**src/rtl/lsu_dbus_ctrl_if.sv**
```systemverilog
// Core-side memory-control and data-bus signals of the load/store unit.
// master = LSU view, slave = core/bus-fabric view.
interface lsu_dbus_ctrl_if #(
    parameter int XLEN = 32
);
    // decoder / datapath side
    logic             mem_read_en_i;
    logic             mem_write_en_i;
    logic [1:0]       mem_size_i;
    logic             mem_sign_ext_i;
    logic [XLEN-1:0]  addr_i;
    logic [XLEN-1:0]  store_data_i;
    logic             stall_o;
    logic [XLEN-1:0]  load_data_o;
    logic             load_valid_o;
    logic             misaligned_o;

    // data bus side
    logic             dbus_req_o;
    logic             dbus_we_o;
    logic [XLEN-1:0]  dbus_addr_o;
    logic [3:0]       dbus_be_o;
    logic [XLEN-1:0]  dbus_wdata_o;
    logic             dbus_gnt_i;
    logic             dbus_rvalid_i;
    logic [XLEN-1:0]  dbus_rdata_i;

    modport master (
        input  mem_read_en_i, mem_write_en_i, mem_size_i, mem_sign_ext_i,
        input  addr_i, store_data_i,
        input  dbus_gnt_i, dbus_rvalid_i, dbus_rdata_i,
        output stall_o, load_data_o, load_valid_o, misaligned_o,
        output dbus_req_o, dbus_we_o, dbus_addr_o, dbus_be_o, dbus_wdata_o
    );

    modport slave (
        output mem_read_en_i, mem_write_en_i, mem_size_i, mem_sign_ext_i,
        output addr_i, store_data_i,
        output dbus_gnt_i, dbus_rvalid_i, dbus_rdata_i,
        input  stall_o, load_data_o, load_valid_o, misaligned_o,
        input  dbus_req_o, dbus_we_o, dbus_addr_o, dbus_be_o, dbus_wdata_o
    );
endinterface

```
**src/rtl/lsu_dbus_ctrl.sv**
```systemverilog
// Load/store unit: one access per instruction on a req/gnt/rvalid bus; LSU_MISALIGN_TRAP_EN enables misaligned trapping.
// Latency 4 cycles accept->DONE (+1 per gnt or rvalid wait cycle); core is held on stall_o until DONE.
module lsu_dbus_ctrl #(
    parameter int XLEN = 32
) (
    input  logic            clk_i,
    input  logic            rst_ni,
    lsu_dbus_ctrl_if.master bus
);

    typedef enum logic [1:0] {
        ST_IDLE = 2'd0,
        ST_REQ  = 2'd1,
        ST_WAIT = 2'd2,
        ST_DONE = 2'd3
    } state_t;

    localparam logic [1:0] SZ_BYTE = 2'b00;
    localparam logic [1:0] SZ_HALF = 2'b01;

    state_t            r_state;
    state_t            w_state_nxt;

    logic [XLEN-1:0]   r_addr;
    logic [1:0]        r_size;
    logic              r_sext;
    logic [XLEN-1:0]   r_sd;
    logic              r_we;
    logic              r_misal;
    logic [XLEN-1:0]   r_load_data;

    logic              w_accept;
    logic              w_misal_in;
    logic [1:0]        w_off;
    logic [3:0]        w_be;
    logic [XLEN-1:0]   w_wdata;
    logic [XLEN-1:0]   w_shifted;
    logic [XLEN-1:0]   w_load_fmt;
    logic              w_rsp;

    assign w_accept = (r_state == ST_IDLE) && (bus.mem_read_en_i || bus.mem_write_en_i);
    assign w_rsp    = (r_state == ST_WAIT) && bus.dbus_rvalid_i;

`ifdef LSU_MISALIGN_TRAP_EN
    assign w_misal_in = ((bus.mem_size_i == SZ_HALF) && bus.addr_i[0]) ||
                        (bus.mem_size_i[1] && (bus.addr_i[1:0] != 2'b00));
`else
    assign w_misal_in = 1'b0;
`endif

    // Lane offset ignores low address bits a size cannot use, so the
    // non-trapping build simply rounds a misaligned access down.
    always_comb begin
        w_off = 2'b00;
        case (r_size)
            SZ_BYTE: w_off = r_addr[1:0];
            SZ_HALF: w_off = {r_addr[1], 1'b0};
            default: w_off = 2'b00;
        endcase
    end

    always_comb begin
        w_be    = 4'b1111;
        w_wdata = r_sd;
        case (r_size)
            SZ_BYTE: begin
                w_be    = 4'b0001 << w_off;
                w_wdata = {4{r_sd[7:0]}};
            end
            SZ_HALF: begin
                w_be    = 4'b0011 << w_off;
                w_wdata = {2{r_sd[15:0]}};
            end
            default: begin
                w_be    = 4'b1111;
                w_wdata = r_sd;
            end
        endcase
    end

    assign w_shifted = bus.dbus_rdata_i >> {w_off, 3'b000};

    always_comb begin
        w_load_fmt = w_shifted;
        case (r_size)
            SZ_BYTE: w_load_fmt = {{(XLEN-8){w_shifted[7] & r_sext}}, w_shifted[7:0]};
            SZ_HALF: w_load_fmt = {{(XLEN-16){w_shifted[15] & r_sext}}, w_shifted[15:0]};
            default: w_load_fmt = w_shifted;
        endcase
    end

    always_ff @(posedge clk_i or negedge rst_ni) begin
        if (!rst_ni) begin
            r_state     <= ST_IDLE;
            r_addr      <= '0;
            r_size      <= 2'b00;
            r_sext      <= 1'b0;
            r_sd        <= '0;
            r_we        <= 1'b0;
            r_misal     <= 1'b0;
            r_load_data <= '0;
        end else begin
            r_state <= w_state_nxt;
            if (w_accept) begin
                r_addr  <= bus.addr_i;
                r_size  <= bus.mem_size_i;
                r_sext  <= bus.mem_sign_ext_i;
                r_sd    <= bus.store_data_i;
                r_we    <= bus.mem_write_en_i;
                r_misal <= w_misal_in;
                if (w_misal_in) begin
                    r_load_data <= '0;
                end
            end
            if (w_rsp && !r_we) begin
                r_load_data <= w_load_fmt;
            end
        end
    end

    assign bus.load_data_o = r_load_data;

    always_comb begin
        w_state_nxt      = r_state;
        bus.stall_o      = 1'b0;
        bus.load_valid_o = 1'b0;
        bus.misaligned_o = 1'b0;
        bus.dbus_req_o   = 1'b0;
        bus.dbus_we_o    = 1'b0;
        bus.dbus_addr_o  = '0;
        bus.dbus_be_o    = 4'b0000;
        bus.dbus_wdata_o = '0;
        case (r_state)
            ST_IDLE: begin
                if (w_accept) begin
                    bus.stall_o = 1'b1;
                    w_state_nxt = w_misal_in ? ST_DONE : ST_REQ;
                end
            end
            ST_REQ: begin
                bus.stall_o      = 1'b1;
                bus.dbus_req_o   = 1'b1;
                bus.dbus_we_o    = r_we;
                bus.dbus_addr_o  = {r_addr[XLEN-1:2], 2'b00};
                bus.dbus_be_o    = w_be;
                bus.dbus_wdata_o = w_wdata;
                if (bus.dbus_gnt_i) begin
                    w_state_nxt = ST_WAIT;
                end
            end
            ST_WAIT: begin
                bus.stall_o = 1'b1;
                if (bus.dbus_rvalid_i) begin
                    w_state_nxt = ST_DONE;
                end
            end
            ST_DONE: begin
                bus.load_valid_o = !r_we && !r_misal;
`ifdef LSU_MISALIGN_TRAP_EN
                bus.misaligned_o = r_misal;
`endif
                w_state_nxt = ST_IDLE;
            end
            default: w_state_nxt = ST_IDLE;
        endcase
    end

endmodule

```
**src/flat_wrapper.sv**
```systemverilog
// flat-port wrapper written by rule: the top's interface ports become plain ports
module lsu_dbus_ctrl_flat 
#(
    parameter int XLEN = 32
)
  (clk_i, rst_ni, bus_mem_read_en_i, bus_mem_write_en_i, bus_mem_size_i, bus_mem_sign_ext_i, bus_addr_i, bus_store_data_i, bus_dbus_gnt_i, bus_dbus_rvalid_i, bus_dbus_rdata_i, bus_stall_o, bus_load_data_o, bus_load_valid_o, bus_misaligned_o, bus_dbus_req_o, bus_dbus_we_o, bus_dbus_addr_o, bus_dbus_be_o, bus_dbus_wdata_o);
  lsu_dbus_ctrl_if #(.XLEN(XLEN)) bus_i ();
  input  logic clk_i;
  input  logic rst_ni;
  input wire logic [$bits(bus_i.mem_read_en_i)-1:0] bus_mem_read_en_i;
  input wire logic [$bits(bus_i.mem_write_en_i)-1:0] bus_mem_write_en_i;
  input wire logic [$bits(bus_i.mem_size_i)-1:0] bus_mem_size_i;
  input wire logic [$bits(bus_i.mem_sign_ext_i)-1:0] bus_mem_sign_ext_i;
  input wire logic [$bits(bus_i.addr_i)-1:0] bus_addr_i;
  input wire logic [$bits(bus_i.store_data_i)-1:0] bus_store_data_i;
  input wire logic [$bits(bus_i.dbus_gnt_i)-1:0] bus_dbus_gnt_i;
  input wire logic [$bits(bus_i.dbus_rvalid_i)-1:0] bus_dbus_rvalid_i;
  input wire logic [$bits(bus_i.dbus_rdata_i)-1:0] bus_dbus_rdata_i;
  output wire logic [$bits(bus_i.stall_o)-1:0] bus_stall_o;
  output wire logic [$bits(bus_i.load_data_o)-1:0] bus_load_data_o;
  output wire logic [$bits(bus_i.load_valid_o)-1:0] bus_load_valid_o;
  output wire logic [$bits(bus_i.misaligned_o)-1:0] bus_misaligned_o;
  output wire logic [$bits(bus_i.dbus_req_o)-1:0] bus_dbus_req_o;
  output wire logic [$bits(bus_i.dbus_we_o)-1:0] bus_dbus_we_o;
  output wire logic [$bits(bus_i.dbus_addr_o)-1:0] bus_dbus_addr_o;
  output wire logic [$bits(bus_i.dbus_be_o)-1:0] bus_dbus_be_o;
  output wire logic [$bits(bus_i.dbus_wdata_o)-1:0] bus_dbus_wdata_o;
  assign bus_i.mem_read_en_i = bus_mem_read_en_i;
  assign bus_i.mem_write_en_i = bus_mem_write_en_i;
  assign bus_i.mem_size_i = bus_mem_size_i;
  assign bus_i.mem_sign_ext_i = bus_mem_sign_ext_i;
  assign bus_i.addr_i = bus_addr_i;
  assign bus_i.store_data_i = bus_store_data_i;
  assign bus_i.dbus_gnt_i = bus_dbus_gnt_i;
  assign bus_i.dbus_rvalid_i = bus_dbus_rvalid_i;
  assign bus_i.dbus_rdata_i = bus_dbus_rdata_i;
  assign bus_stall_o = bus_i.stall_o;
  assign bus_load_data_o = bus_i.load_data_o;
  assign bus_load_valid_o = bus_i.load_valid_o;
  assign bus_misaligned_o = bus_i.misaligned_o;
  assign bus_dbus_req_o = bus_i.dbus_req_o;
  assign bus_dbus_we_o = bus_i.dbus_we_o;
  assign bus_dbus_addr_o = bus_i.dbus_addr_o;
  assign bus_dbus_be_o = bus_i.dbus_be_o;
  assign bus_dbus_wdata_o = bus_i.dbus_wdata_o;
  lsu_dbus_ctrl #(.XLEN(XLEN)) u_core (.clk_i(clk_i), .rst_ni(rst_ni), .bus(bus_i));
endmodule
```
**config.mk**
```make
export PLATFORM = sky130hd
export DESIGN_NAME = lsu_dbus_ctrl_flat
export DESIGN_NICKNAME = d
export VERILOG_FILES = /design/src/rtl/lsu_dbus_ctrl_if.sv /design/src/rtl/lsu_dbus_ctrl.sv /design/src/flat_wrapper.sv
export SDC_FILE = /design/constraint.sdc
export NUM_CORES = 1
export LEC_CHECK = 0
export CAP_MARGIN = 20
export CORE_MARGIN = 5
export CORE_UTILIZATION = 43
export DETAILED_ROUTE_END_ITERATION = 6
export PLACE_DENSITY = 0.8
export SLEW_MARGIN = 20
export SYNTH_ARGS = -nofsm -noshare
export SYNTH_HDL_FRONTEND = slang
export SYNTH_SLANG_ARGS = --single-unit
export TNS_END_PERCENT = 1
```
**constraint.sdc**
```tcl
create_clock -name clk_i -period 3.4 [get_ports clk_i]
set_input_delay 0.68 -clock clk_i [delete_from_list [all_inputs] [get_ports clk_i]]
set_output_delay 0.68 -clock clk_i [all_outputs]
set_load 0.02 [all_outputs]
```
== Word level (Yosys, flattened, before mapping) ==
Index checks and enable logic that the tools add are counted.

* Flip-flop bits (word level): 102
* Input bits: 105
* Logic and storage cells: 44
* Output and inout port bits: 105

* Shifts and indexed selects: 3
* Equal/unequal tests: 7
* Muxes and demuxes: 16
* Reduce and logical (&&, ||, !) cells: 9
* Bitwise logic cells: 2

{| class="wikitable"
|+ Operators by type and width
! operator !! count
|-
| $pmux W32 S2 || 2
|-
| $mux W32 || 2
|-
| $shr A32 B5 Y32 || 1
|-
| $pmux W2 S4 || 1
|-
| $pmux W4 S2 || 1
|-
| $mux W2 || 3
|-
| $eq A2 B1 Y1 const B || 2
|-
| $eq A2 B2 Y1 const B || 2
|-
| $logic_not A2 Y1 || 2
|-
| $mux W1 || 4
|-
| $mux W4 || 1
|-
| $ne A2 B2 Y1 const B || 2
|-
| $pmux W2 S2 || 1
|-
| $shl A1 B2 Y4 const A || 1
|-
| $shl A2 B2 Y4 const A || 1
|-
| $logic_and A1 B1 Y1 || 3
|-
| $reduce_and A3 Y1 || 1
|-
| $and A1 B1 Y1 || 2
|-
| $ne A2 B1 Y1 const B || 1
|-
| $pmux W1 S2 || 1
|-
| $reduce_or A2 Y1 || 1
|-
| $logic_not A1 Y1 || 1
|-
| $logic_or A1 B1 Y1 || 1
|}

== Logic depth before layout (Yosys ltp) ==
Gate-level depths: netlist of the first run.

* Depth after elaboration: 5
* Depth in mapped cells: 8
* Depth with buffers taken out: 6

== Worst setup path before layout of the first run ==
Ideal clock, no wire load.

* Path type: register to output
* Start: reg u_core.r_size[1]
* End: out bus_dbus_wdata_o[13]
* Path buffers: 4
* Cell stages (with the launch flop): 8
* Required time: 2,720 ps
* Arrival: 1,739 ps
* Setup slack: 981 ps
* Cell sequence: dfrtp_1 -> buf_2 -> buf_2 -> or2_2 -> clkbuf_1 -> buf_2 -> nand2_1 -> a21boi_0

* Longest elaborated chain between the ends: 3
* Elaborated cells on any way between the ends: 4
* Those cells by class: 1 x eq/ne; 2 x mux; 1 x reduce/logical

{| class="wikitable"
|+ Ends and longest elaborated chain
! element !! line !! source
|-
| start, declared || lsu_dbus_ctrl.sv:25 || <nowiki>logic [1:0] r_size;</nowiki>
|-
| start signal, assigned || lsu_dbus_ctrl.sv:106 || <nowiki>r_size <= bus.mem_size_i;</nowiki>
|-
| $eq A2 B1 Y1 or $logic_not A2 Y1 (tied branches) || lsu_dbus_ctrl.sv:65 || <nowiki>case (r_size)</nowiki>
|-
| $pmux W32 S2 (*) || lsu_dbus_ctrl.sv:65 ||
|-
| $mux W32 (*) || lsu_dbus_ctrl.sv:133 || <nowiki>case (r_state)</nowiki>
|-
| end, declared || flat_wrapper.sv:27 || <nowiki>output wire logic [$bits(bus_i.dbus_wdata_o)-1:0] bus_dbus_wdata_o;</nowiki>
|}

Mark *: on every way between the ends. The rest lies on a longest branch, timed or not.

== Worst setup path after layout of the first run ==
* Start: reg u_core.r_size[0]
* End: out bus_dbus_wdata_o[14]

The elaborated chain is that of the path after synthesis.

==> flow_summary.json, run 1 <==
{
  "outcome": "finished clean",
  "synth_seq_area_share_pct": 49.0,
  "floorplan.die.width_um": 120,
  "gr-usage-all-layers_pct": 21.4,
  "timing.max_slew.rel_slack_pct": 41.8,
  "antenna_violating_nets_post_route": 0,
  "synth_fa_ha_area_share_pct": 1.20,
  "io-pin-count": 210,
  "synth.top_cell.area_share_pct": 49.0,
  "synth_simple_gate_area_share_pct": 14.4,
  "post_drt_via_cell_ratio": 5.28,
  "worstPathRequired_ps": 2720,
  "totalWireLength_mm": 15.4,
  "tritoncts": "done",
  "dp.final_hpwl_mm": 11.5,
  "vias_in_the_first_global_route": 4551,
  "synth_top_flop_cell": "dfrtp_1",
  "worst-path-max-fanout": 15,
  "ctsResizeCount": 0,
  "finalWeightedCongestion": 0.904,
  "yosys_register_bits": 102,
  "power_leakage_nw": 3.18,
  "die_height_um": 120,
  "setup_viol": 0,
  "peakVddDrop_mv": 0.682,
  "max_slew.worst_pin.slew_ps": 873,
  "nets": 761,
  "cts_hold_buf": 0,
  "cts_inserted_buffers": 9,
  "hold_violations": 0,
  "timing.max_cap.violations": 0,
  "fin_tns_setup_ps": 0,
  "post_synth_top_cells": "dfrtp_1, mux2_2, nand2_1",
  "pwr_density_cell_nw_per_um2": 1000,
  "mappedNetlistArea_um2": 5210,
  "synth-warning-count": 0,
  "grt_start_max_net_pins": 103,
  "synth_area_leader_cell": "dfrtp_1",
  "row_count": 40,
  "cp_data_arrival_time_ps": 2500,
  "cts_root_buf": "clkbuf_16",
  "post_synth.cell_area_avg_um2": 11.4,
  "synth_async_sr_flop_share_pct": 100,
  "drc": 0,
  "area_growth_syn_to_layout_pct": 47.4,
  "post_synth_mux_area_share_pct": 24.0,
  "synth-edff-count": 0,
  "slew_viol_final": 0,
  "holdCritPathClass": "in2async",
  "diodes": 0,
  "design.die.area_um2": 14400,
  "synth_top_family_by_area": "multiplexers",
  "multi_input_comb_area_um2": 2490,
  "yosysMostFrequentCell": "dfrtp_1",
  "min_period_over_period_pct": 93.6,
  "core_region_area_um2": 12000,
  "routedWlPerCell_um": 19.3,
  "critPathCaptureType": "output pin",
  "r2r.worst_path.cells": 5,
  "antenna_found_initial": 0,
  "cts_sinks": 102,
  "initialDrtViolationCount": 357,
  "via_count": 4235,
  "worstSkewPairLatency_ps": 340,
  "htree_num_levels": 3,
  "fin_skew_ps": 6.33,
  "initial_utilization_pct": 43.6,
  "final_util_pct": 64.2,
  "timing.setup.critical_path_class": "reg2out",
  "start_kind": "flip-flop",
  "clock_pin_slew_on_the_worst_setup_and_hold_paths_ps": 70,
  "post-layout-total-power_mw": 7.70,
  "port_buffer_cells": 206,
  "dr.pass1.iters": 4,
  "setup.reg_to_reg.worst_slack_ps": 1240,
  "grt_first_pass_wirelength_mm": 24.2,
  "critical_path.reg2reg.endpoint": "u_core.r_sd[29]",
  "period_needed_ps": 3180,
  "synth_compound_gate_area_share_pct": 7.64,
  "cts_setup_buffers": 0,
  "rsz0062_at_grt": "no",
  "synth_top_cells_by_area": "dfrtp_1, mux2_2, and2_1, nand2_1, mux2i_1",
  "synth.distinct_cells": 40,
  "drive_above_1_share_pct": 19.4,
  "ff_latch_area_um2": 2550,
  "netlist_instances": 459,
  "clock_path_buffers": 2,
  "rr_startpoint": "u_core.r_state[0]",
  "xor_xnor_share_of_the_synthesized_area_pct": 0,
  "clock.fmax_mhz": 314,
  "fill_cells": 954,
  "gr-total-overflow": 0
}
## worst max-delay path: stages (launching register included)
cell and delay (ps):
dfrtp_1 530, buf_4 270, or2_2 340, nand2_1 100, a21boi_0 260, clkdlybuf4s50_1 660
## placed cells by master, fill, tap and decap left out, types with 2 or more instances in the layout
| cell | Yosys | layout |
|---|---|---|
| clkdlybuf4s50_1 | 0 | 205 |
| mux4_2 | 7 | 7 |
| o21ai_0 | 10 | 10 |
| ha_1 | 5 | 4 |
| a31oi_1 | 21 | 21 |
| clkbuf_16 | 0 | 9 |
| mux2_2 | 81 | 81 |
| nor2b_1 | 11 | 11 |
| mux2i_1 | 18 | 18 |
| a22oi_1 | 2 | 2 |
| nand2_1 | 51 | 51 |
| nor4bb_1 | 2 | 2 |
| nor2_4 | 1 | 2 |
| a21oi_1 | 2 | 2 |
| a21boi_0 | 8 | 8 |
| conb_1 | 1 | 3 |
| nand2b_1 | 2 | 2 |
| inv_1 | 5 | 5 |
| clkinv_2 | 0 | 2 |
| dfrtp_1 | 102 | 101 |
| a31oi_2 | 3 | 3 |
| nor2_1 | 28 | 27 |
| and2_1 | 48 | 48 |
| buf_4 | 3 | 9 |
## worst max-delay path by stage
stage                      endpoint         startpoint  slack [ps]
6_report       bus_dbus_wdata_o[14]   u_core.r_size[0]         220
5_1_grt         bus_dbus_wdata_o[8]  u_core.r_state[1]          50
4_1_cts         bus_dbus_wdata_o[8]  u_core.r_state[1]         200
3_5_place_dp   bus_dbus_wdata_o[14]   u_core.r_size[0]         600
3_3_place_gp    bus_dbus_addr_o[18]  u_core.r_state[1]         650
2_1_floorplan  bus_dbus_wdata_o[13]   u_core.r_size[1]         980
## cell type report
class | instances | area share, %
clock buffer | 11 | 3.16
inverter | 5 | 0.244
tap | 147 | 2.39
sequential | 102 | 33.2
clock inverter | 4 | 0.619
multi-input combinational | 318 | 32.5
timing repair buffer | 215 | 27.9
## report_power, final
| group | internal [mW] | leakage, nW | switching [mW] | total [mW] |
|---|---|---|---|---|
| combinational | 2.20 | 1.85 | 2.17 | 4.37 |
| clock | 0.585 | 0.141 | 0.441 | 1.03 |
| sequential | 1.85 | 1.19 | 0.456 | 2.31 |
## flip-flops by register name, indices dropped and copies added, names as in the netlist
register and flops:
u_core.bus.load_data_o 32, u_core.r_addr 32, u_core.r_sd 32, u_core.r_size 2, u_core.r_state 2, u_core.r_sext 1, u_core.r_we 1
## routing by layer
metal | part of all wire, % | global-route usage, %
met2 | 48 | 35.0
met3 | 9.2 | 6.93
met1 | 40 | 26.4
met4 | 2.4 | 8.30
met5 | 0 | 0
## kinds of logic after synthesis
logic type / after synthesis
AOI/OAI and AO/OA: 55
adders and majority gates: 5
buffers and inverters: 41
DFF: 102
muxes: 106
other: 1
and+or+nand+nor: 149
## stage by stage
stage	hold WS, ps	cells	setup slack (ps)	instance area, um^2
global route	452	802	45.2	7680
floorplan	384	461	981	5220
detailed placement	490	787	599	7390
global placement	480	787	654	7390
CTS	426	802	201	7680
finish	389	802	219	7680
No activity file was read; power rests on OpenSTA's default activity.
==> run 2: changes to the inputs <==
CORE_MARGIN = 2   (was 5)
CORE_UTILIZATION = 42   (was 43)
PLACE_DENSITY = 0.78   (was 0.8)
==> run 2 against run 1 <==
Against the previous run:
- flip-flop and latch count unchanged
- critical path depth stayed put
- routed wire length decreased by 3.3%
- worst setup slack better by 49 ps
- critical path type unchanged
- critical endpoint is now bus_dbus_addr_o[25]
==> flow_summary.json, run 2 (synthesized netlist as in run 1, its figures left out) <==
{
  "worstSkewPairLatency_ps": 350,
  "most-common-layout-cells": "clkdlybuf4s50_1, dfrtp_1, mux2_2",
  "fin_tns_setup_ps": 0,
  "antenna_violating_nets_post_route": 0,
  "drive_above_1_share_pct": 19.5,
  "routedWlPerCell_um": 18.1,
  "rr_startpoint": "u_core.r_state[0]",
  "start_kind": "flip-flop",
  "timing.max_cap.violations": 0,
  "gr-usage-all-layers_pct": 22.8,
  "period_needed_ps": 3130,
  "gr-total-overflow": 0,
  "post_drt_via_cell_ratio": 5.16,
  "grt_start_max_net_pins": 69,
  "diodes": 0,
  "r2r.worst_path.cells": 5,
  "initialDrtViolationCount": 387,
  "ctsResizeCount": 0,
  "slew_viol_final": 0,
  "route.met2.wl_mm": 7.18,
  "io-pin-count": 210,
  "met3WireLength_mm": 1.40,
  "cts_root_buf": "clkbuf_16",
  "dp.final_hpwl_mm": 11.1,
  "row_count": 40,
  "top_signal_layer_used": "met4",
  "outcome": "finished clean",
  "critPathCapture": "bus_dbus_addr_o[25]",
  "core_region_area_um2": 12100,
  "fill_cells": 958,
  "critPathCaptureType": "output pin",
  "cp_data_arrival_time_ps": 2450,
  "setup.reg_to_reg.worst_slack_ps": 1260,
  "min_period_over_period_pct": 92.1,
  "port_buffer_cells": 206,
  "area_growth_syn_to_layout_pct": 48.0,
  "power_leakage_nw": 3.17,
  "hold-worst-slack_ps": 356,
  "via_count": 4254,
  "rsz0062_at_grt": "no",
  "cts_hold_buf": 0,
  "pwr_density_cell_nw_per_um2": 998,
  "worst-path-max-fanout": 30,
  "hold_violations": 0,
  "timing.max_slew.rel_slack_pct": 41.9,
  "drt-met1-wl_mm": 6.06,
  "post-layout-total-power_mw": 7.69,
  "nets": 761,
  "max_slew.worst_pin.slew_ps": 871,
  "clock.fmax_mhz": 319,
  "grt_first_pass_wirelength_mm": 23.1,
  "setup_viol": 0,
  "htree_num_levels": 3,
  "cts_setup_buffers": 0,
  "vias_in_the_first_global_route": 4277,
  "dr.pass1.iters": 5,
  "cts_inserted_buffers": 9,
  "fin_skew_ps": 5.11,
  "clock_path_buffers": 2,
  "floorplan.die.width_um": 115,
  "design.die.area_um2": 13300,
  "peakVddDrop_mv": 0.929,
  "timing.setup.critical_path_class": "reg2out",
  "cts_sinks": 102,
  "clock_pin_slew_on_the_worst_setup_and_hold_paths_ps": 70,
  "die_height_um": 115,
  "totalWireLength_mm": 14.9,
  "mostFrequentLayoutCell": "clkdlybuf4s50_1",
  "initial_utilization_pct": 43.2,
  "cp-startpoint": "u_core.r_state[1]",
  "tritoncts": "done",
  "holdCritPathClass": "in2async",
  "drc": 0,
  "antenna_found_initial": 0,
  "finalWeightedCongestion": 0.862,
  "critical_path.reg2reg.endpoint": "u_core.r_addr[24]",
  "worstPathRequired_ps": 2720
}
==> run 2: cell types whose count changed in the layout (fill, tap and decap cells not counted) <==
cell        before  now
clkinvlp_4       1    3
clkbuf_8         1    0
==> run 2: worst min-delay path by stage <==
| stage | endpoint | slack (ps) |
|---|---|---|
| after global placement | u_core.r_addr[22] | 480 |
| final | u_core.bus.load_data_o[29] | 360 |
| after global routing | u_core.bus.load_data_o[12] | 410 |
| after CTS | u_core.bus.load_data_o[8] | 380 |
| after floorplan | u_core.bus.load_data_o[0] | 380 |
| after detailed placement | u_core.r_addr[9] | 490 |
==> run 2: through the flow <==
| stage | worst slack (ps) | instances | util (%) | cell area [um^2] |
|---|---|---|---|---|
| global placement | 643 | 808 | 61.5 | 7420 |
| finish | 268 | 824 | 63.9 | 7710 |
| detailed placement | 600 | 808 | 61.5 | 7420 |
| global route | 82.7 | 824 | 63.9 | 7710 |
| floorplan | 981 | 461 | - | 5220 |
| CTS | 222 | 824 | 63.9 | 7710 |
==> run 2: report_power, final <==
group / switching [mW] / internal, mW
Clock: 0.463 / 0.569
Combinational: 2.16 / 2.20
Sequential: 0.451 / 1.85
Total: 3.08 / 4.62
==> run 2: routing by layer <==
| metal | track usage [%] | vias up |
|---|---|---|
| li1 | - | 1954 |
| met1 | 29.2 | 2074 |
| met2 | 36.8 | 205 |
| met3 | 7.27 | 21 |
| met4 | 7.79 | 0 |
| met5 | 0 | - |
==> run 2: layout make-up <==
cell class	count	area (um^2)	share of cell area, %
multi-input cells	318	2490	32.4
clock inverters	6	62.6	0.812
flip-flops and latches	102	2550	33.1
repair buffers	215	2140	27.8
clock buffers	10	229	2.97
inverters	5	18.8	0.243
well taps	168	210	2.73
==> run 2: critical path, cell delays in order, from the launching register on <==
cell and delay [ps]:
dfrtp_1 420, inv_1 110, ha_2 440, buf_4 330, and2_1 160, clkdlybuf4s50_1 630
